<file path="src/rtl/low_araddr_rdata_align.sv">
// Realigns AXI R beats to the byte offset dropped when the AR was issued aligned.
// One offset is popped from the low-araddr FIFO per read burst.
module low_araddr_rdata_align #(
    parameter int DATA_WIDTH = 128,
    parameter int OFS_WIDTH  = 4
) (
    input  logic                  clk,
    input  logic                  rst_n,
    output logic                  ofs_rd_en,
    input  logic                  ofs_rd_vld,
    input  logic [OFS_WIDTH-1:0]  ofs_rd_data,
    input  logic [DATA_WIDTH-1:0] s_rdata,
    input  logic                  s_rvalid,
    input  logic                  s_rlast,
    output logic                  s_rready,
    output logic [DATA_WIDTH-1:0] m_data,
    output logic                  m_valid,
    output logic                  m_last,
    input  logic                  m_ready
);

    localparam int NB = DATA_WIDTH / 8;

    typedef enum logic [2:0] {
        IDLE,
        PASS,
        FIRST,
        STREAM,
        FLUSH
    } state_t;

    state_t                state;
    logic [OFS_WIDTH-1:0]  ofs_q;
    logic [DATA_WIDTH-1:0] hold_q;

    logic                  out_free;
    logic                  r_acc;
    logic [2*DATA_WIDTH-1:0] cat_m;
    logic [2*DATA_WIDTH-1:0] cat_f;
    logic [DATA_WIDTH-1:0] merge_w;
    logic [DATA_WIDTH-1:0] flush_w;

    assign out_free  = !m_valid || m_ready;
    assign ofs_rd_en = (state == IDLE) && ofs_rd_vld;
    assign r_acc     = s_rvalid && s_rready;

    always_comb begin
        s_rready = 1'b0;
        unique case (state)
            PASS:    s_rready = out_free;
            FIRST:   s_rready = 1'b1;
            STREAM:  s_rready = out_free;
            default: s_rready = 1'b0;
        endcase
    end

    // Output byte i is byte (i + ofs_q) of the {new, hold} pair.
    assign cat_m = {s_rdata, hold_q};
    assign cat_f = {{DATA_WIDTH{1'b0}}, hold_q};

    always_comb begin
        merge_w = '0;
        flush_w = '0;
        for (int i = 0; i < NB; i++) begin
            merge_w[8*i +: 8] = cat_m[8*(i + int'(ofs_q)) +: 8];
            flush_w[8*i +: 8] = cat_f[8*(i + int'(ofs_q)) +: 8];
        end
    end

    always_ff @(posedge clk or negedge rst_n) begin
        if (!rst_n) begin
            state   <= IDLE;
            ofs_q   <= '0;
            hold_q  <= '0;
            m_data  <= '0;
            m_valid <= 1'b0;
            m_last  <= 1'b0;
        end else begin
            if (m_valid && m_ready) begin
                m_valid <= 1'b0;
            end
            unique case (state)
                IDLE: begin
                    if (ofs_rd_vld) begin
                        ofs_q <= ofs_rd_data;
                        state <= (ofs_rd_data == '0) ? PASS : FIRST;
                    end
                end
                PASS: begin
                    if (r_acc) begin
                        m_data  <= s_rdata;
                        m_last  <= s_rlast;
                        m_valid <= 1'b1;
                        if (s_rlast) begin
                            state <= IDLE;
                        end
                    end
                end
                FIRST: begin
                    if (r_acc) begin
                        hold_q <= s_rdata;
                        state  <= s_rlast ? FLUSH : STREAM;
                    end
                end
                STREAM: begin
                    if (r_acc) begin
                        m_data  <= merge_w;
                        m_last  <= 1'b0;
                        m_valid <= 1'b1;
                        hold_q  <= s_rdata;
                        if (s_rlast) begin
                            state <= FLUSH;
                        end
                    end
                end
                FLUSH: begin
                    if (out_free) begin
                        m_data  <= flush_w;
                        m_last  <= 1'b1;
                        m_valid <= 1'b1;
                        state   <= IDLE;
                    end
                end
                default: state <= IDLE;
            endcase
        end
    end

endmodule
</file>
<file path="config.mk">
export PLATFORM = sky130hd
export DESIGN_NAME = low_araddr_rdata_align
export DESIGN_NICKNAME = d
export VERILOG_FILES = /design/src/rtl/low_araddr_rdata_align.sv
export SDC_FILE = /design/constraint.sdc
export NUM_CORES = 1
export LEC_CHECK = 0
export BUFFER_PORTS_ARGS = -buffer_cell sky130_fd_sc_hd__buf_2
export CORE_MARGIN = 10
export CORE_UTILIZATION = 59
export CTS_CLUSTER_DIAMETER = 40
export DETAILED_ROUTE_END_ITERATION = 12
export PLACE_DENSITY_LB_ADDON = 0.12
export SKIP_LAST_GASP = 1
export SLEW_MARGIN = 0
export SYNTH_ARGS = -nofsm -noshare
export SYNTH_HDL_FRONTEND = slang
export SYNTH_SLANG_ARGS = --single-unit
</file>
<file path="constraint.sdc">
create_clock -name clk -period 2.6 [get_ports clk]
set_input_delay 0.26 -clock clk [delete_from_list [all_inputs] [get_ports clk]]
set_output_delay 0.26 -clock clk [all_outputs]
set_load 0.005 [all_outputs]
</file>
==> results by group <==
Run status
  – Status: complete, but fails checks
  – Failing checks: negative setup slack

Timing
  – Clock Skew: 19.9 ps
  – Upper clock frequency limit: 0.385 GHz
  – Relative slew slack: 28.7%
  – Tmin final: 2600 ps
  – Final Setup Violations: 1
  – Fin. max-slew vios: 0
  – Hold WS: 7.46 ps
  – Tcrit/Tclk final: 100%
  – Setup tns final: -0.114 ps
  – Final Hold Vio Count: 0
  – Final worst slack: -0.114 ps
  – RSZ-0062 raised after global routing: true
  – Worst-margin pin slew: 1070 ps

Yosys
  – Top FF cell, synth: dfrtp_1
  – Mapped cell area: 20100 sq um
  – Avg Cell Area, Syn: 9.78 sq um
  – Count leader, synth: dfrtp_1
  – Post-synth ARST share: 100%
  – Commonest cells in the netlist: dfrtp_1 (265), mux2_2 (225), a21oi_1 (186), nor2_1 (173), mux2i_1 (169)
  – Synth Net Count: 2192
  – Mapped Cells: 2054
  – Synthesis Warnings: 0
  – Largest cells by area after synthesis: dfrtp_1 (33%), mux2_2 (13%), mux2i_1 (8.4%)
  – FF+latch count, synth: 265
  – Register area share after synthesis: 33.0%
  – Yosys cell types: 66
  – Share of the synthesized area in the top cell type: 33.0%
  – Synth area leader: dfrtp_1
  – Post-synth EDFFs: 0

Global route
  – Antenna violations before repair: 8
  – Total track usage: 45.0%
  – Largest net degree at the start of global routing: 82
  – Number of global-route vias before repair: 20900
  – Total gr overflow: 0
  – First-pass GRT wire length: 141 mm

Clock tree
  – Worst skew pair latency: 590 ps
  – Root Driver: clkbuf_16
  – CTS sink count: 265
  – Max H-tree Level: 2
  – Clock slew at reported path FFs: 60 ps
  – Clock buffer depth: 3
  – CTS tree: yes
  – Total CTS buffers: 48

Critical path
  – Critical path arrival: 3090 ps
  – Worst path max stage delay: 830 ps
  – Worst Setup Start Kind: register
  – Worst R2R End: m_data[101]
  – Crit Path Category: register to register
  – Critical path endpoint category: register
  – R2R Path Start: ofs_q[1]
  – R2R Setup Slk: -0.1 ps
  – Reg2Reg Depth: 6
  – Crit path cell chain: buf_8 > nor2_2 > buf_4 > o2bb2ai_1 > a221oi_1 > o221ai_1
  – Worst Path Required: 3090 ps
  – Worst Path Max Fanout: 14
  – Slowest stage cell, crit path: nor2_2

Die
  – Die span in x: 204 um
  – Core area: 33500 sq um
  – Initial core utilization: 59.9%
  – Num rows: 67
  – Die area: 41800 sq um
  – Boundary pin count: 270
  – Die height: 204 um

Worst hold path
  – Worst hold path type: primary input to register
  – HP Start: s_rdata[13]
  – Min-Delay Endpoint: hold_q[13]
  – Hold Path Depth: 2

Placed design
  – Post-DP HPWL: 67.5 mm
  – GP Congestion: 1.05
  – Port Buf Inserts: 269

Job
  – # Max-Cap Violations: 0

Pwr
  – Power per standard cell area: 1670 nW/um^2
  – Leak Pwr: 0.0108 uW
  – Worst vdd ir: 1.54 mV

Finish
  – Share of layout cells above drive strength 1: 35.7%
  – Post-layout nets: 2521
  – Area growth, synth to finish: 24.4%

Drt
  – Vias per cell: 7.63
  – Drt initial violations: 3762
  – WL/cell: 33.7 um
  – Antenna Nets Post-Route: 0
  – DR pass1 iterations: 10
  – Residual DRC: 0
  – Final WL: 96.9 mm
  – Total number of vias: 21900
## repair_timing
action | in CTS | in global routing
resized for setup | 3 | 11
endpoints found under the setup margin | 3 | 24
gates cloned | 0 | 0
hold endpoints to repair | 115 | 0
pin swaps | 0 | 1
buffers inserted | 0 | 3
hold buffers | 49 | 0
## kinds of logic (layout without fill, tap and decap cells)
logic type / count (synthesis) / after routing / share of synthesized area (%)
AOI/OAI and AO/OA: 618 / 618 / 21.2
and+or+nand+nor: 485 / 485 / 11.6
muxes: 461 / 461 / 28.6
DFF: 265 / 265 / 33.0
buffers and inverters: 225 / 593 / 5.64
other: 0 / 2 / 0
## state kept, by name, indices dropped and copies added, names as in the netlist
signal,cells
state,3
ofs_q,4
m_data,128
m_last,1
m_valid,1
hold_q,128
## worst max path at each step
stage	cells past startpoint	endpoint	start	slack, ps
after floorplan	7	m_data[111]	ofs_q[0]	630
after global placement	6	m_data[5]	state[1]	-180
after detailed placement	6	m_data[5]	state[1]	-160
after CTS	6	m_data[5]	state[1]	-40
after global routing	8	m_data[118]	state[1]	-7
final	6	m_data[101]	ofs_q[1]	-0.1
## layout by cell type (no fill, tap or decap), types with 17 or more instances in the layout
cell type      count
nor2_1           171
dlygate4sd3_1     49
dfrtp_1          261
mux2i_1          169
buf_12            33
or3_1             19
and2_1            17
a222oi_1          18
o221ai_1          50
mux2_2           225
nand2_1           92
clkbuf_16         49
a21oi_1          182
nor3_1            27
buf_2            268
o21ai_0           83
a211oi_1          57
o22ai_1           23
nand3_1           42
buf_4            144
o211ai_1          27
mux4_2            67
a221oi_1          31
and3_1            74
## routing by layer
layer  global-route usage [%]  wire length [um]  up-vias
li1                         -                 -     8622
met1                     62.4             36100    10600
met2                     59.6             38100     2284
met3                     21.5             18800      402
met4                     15.0              3830       14
met5                        0               101        -
## area by class of cell
| cell class | count | area, sq um |
|---|---|---|
| multi-input combinational | 1564 | 12400 |
| timing repair buffer | 497 | 3610 |
| antenna | 2 | 5.00 |
| sequential | 265 | 6640 |
| fill | 2352 | 8560 |
| inverter | 7 | 28.8 |
| clock buffer | 55 | 1280 |
| clock inverter | 34 | 425 |
| tap | 448 | 561 |
## metrics by stage
stage                     utilization (%)  instances  power (uW)  setup slack, ps  cell area (sq um)
after floorplan                         -       2054       23400              634              20100
after global placement               67.7       2729       32700             -180              22700
after detailed placement             67.7       2729       33000             -160              22700
after CTS                            74.2       2867       40100            -40.1              24900
after global routing                 74.5       2871       43200            -6.67              25000
final                                74.5       2872       41800           -0.114              25000
## report_power, final
group / switching, uW / internal (uW) / total [uW]
Sequential: 2700 / 6320 / 9010
Clock: 2490 / 4340 / 6830
Combinational: 14800 / 11200 / 25900
## critical path: cells and delay by family, from the launching register on
family	cells	cell delay (ps)
AO/OA/AOI/OAI	3	490
AND/OR/NAND/NOR	1	830
flip-flops	1	640
buffers and inverters	2	550
Power figures use the tool's default switching activity.
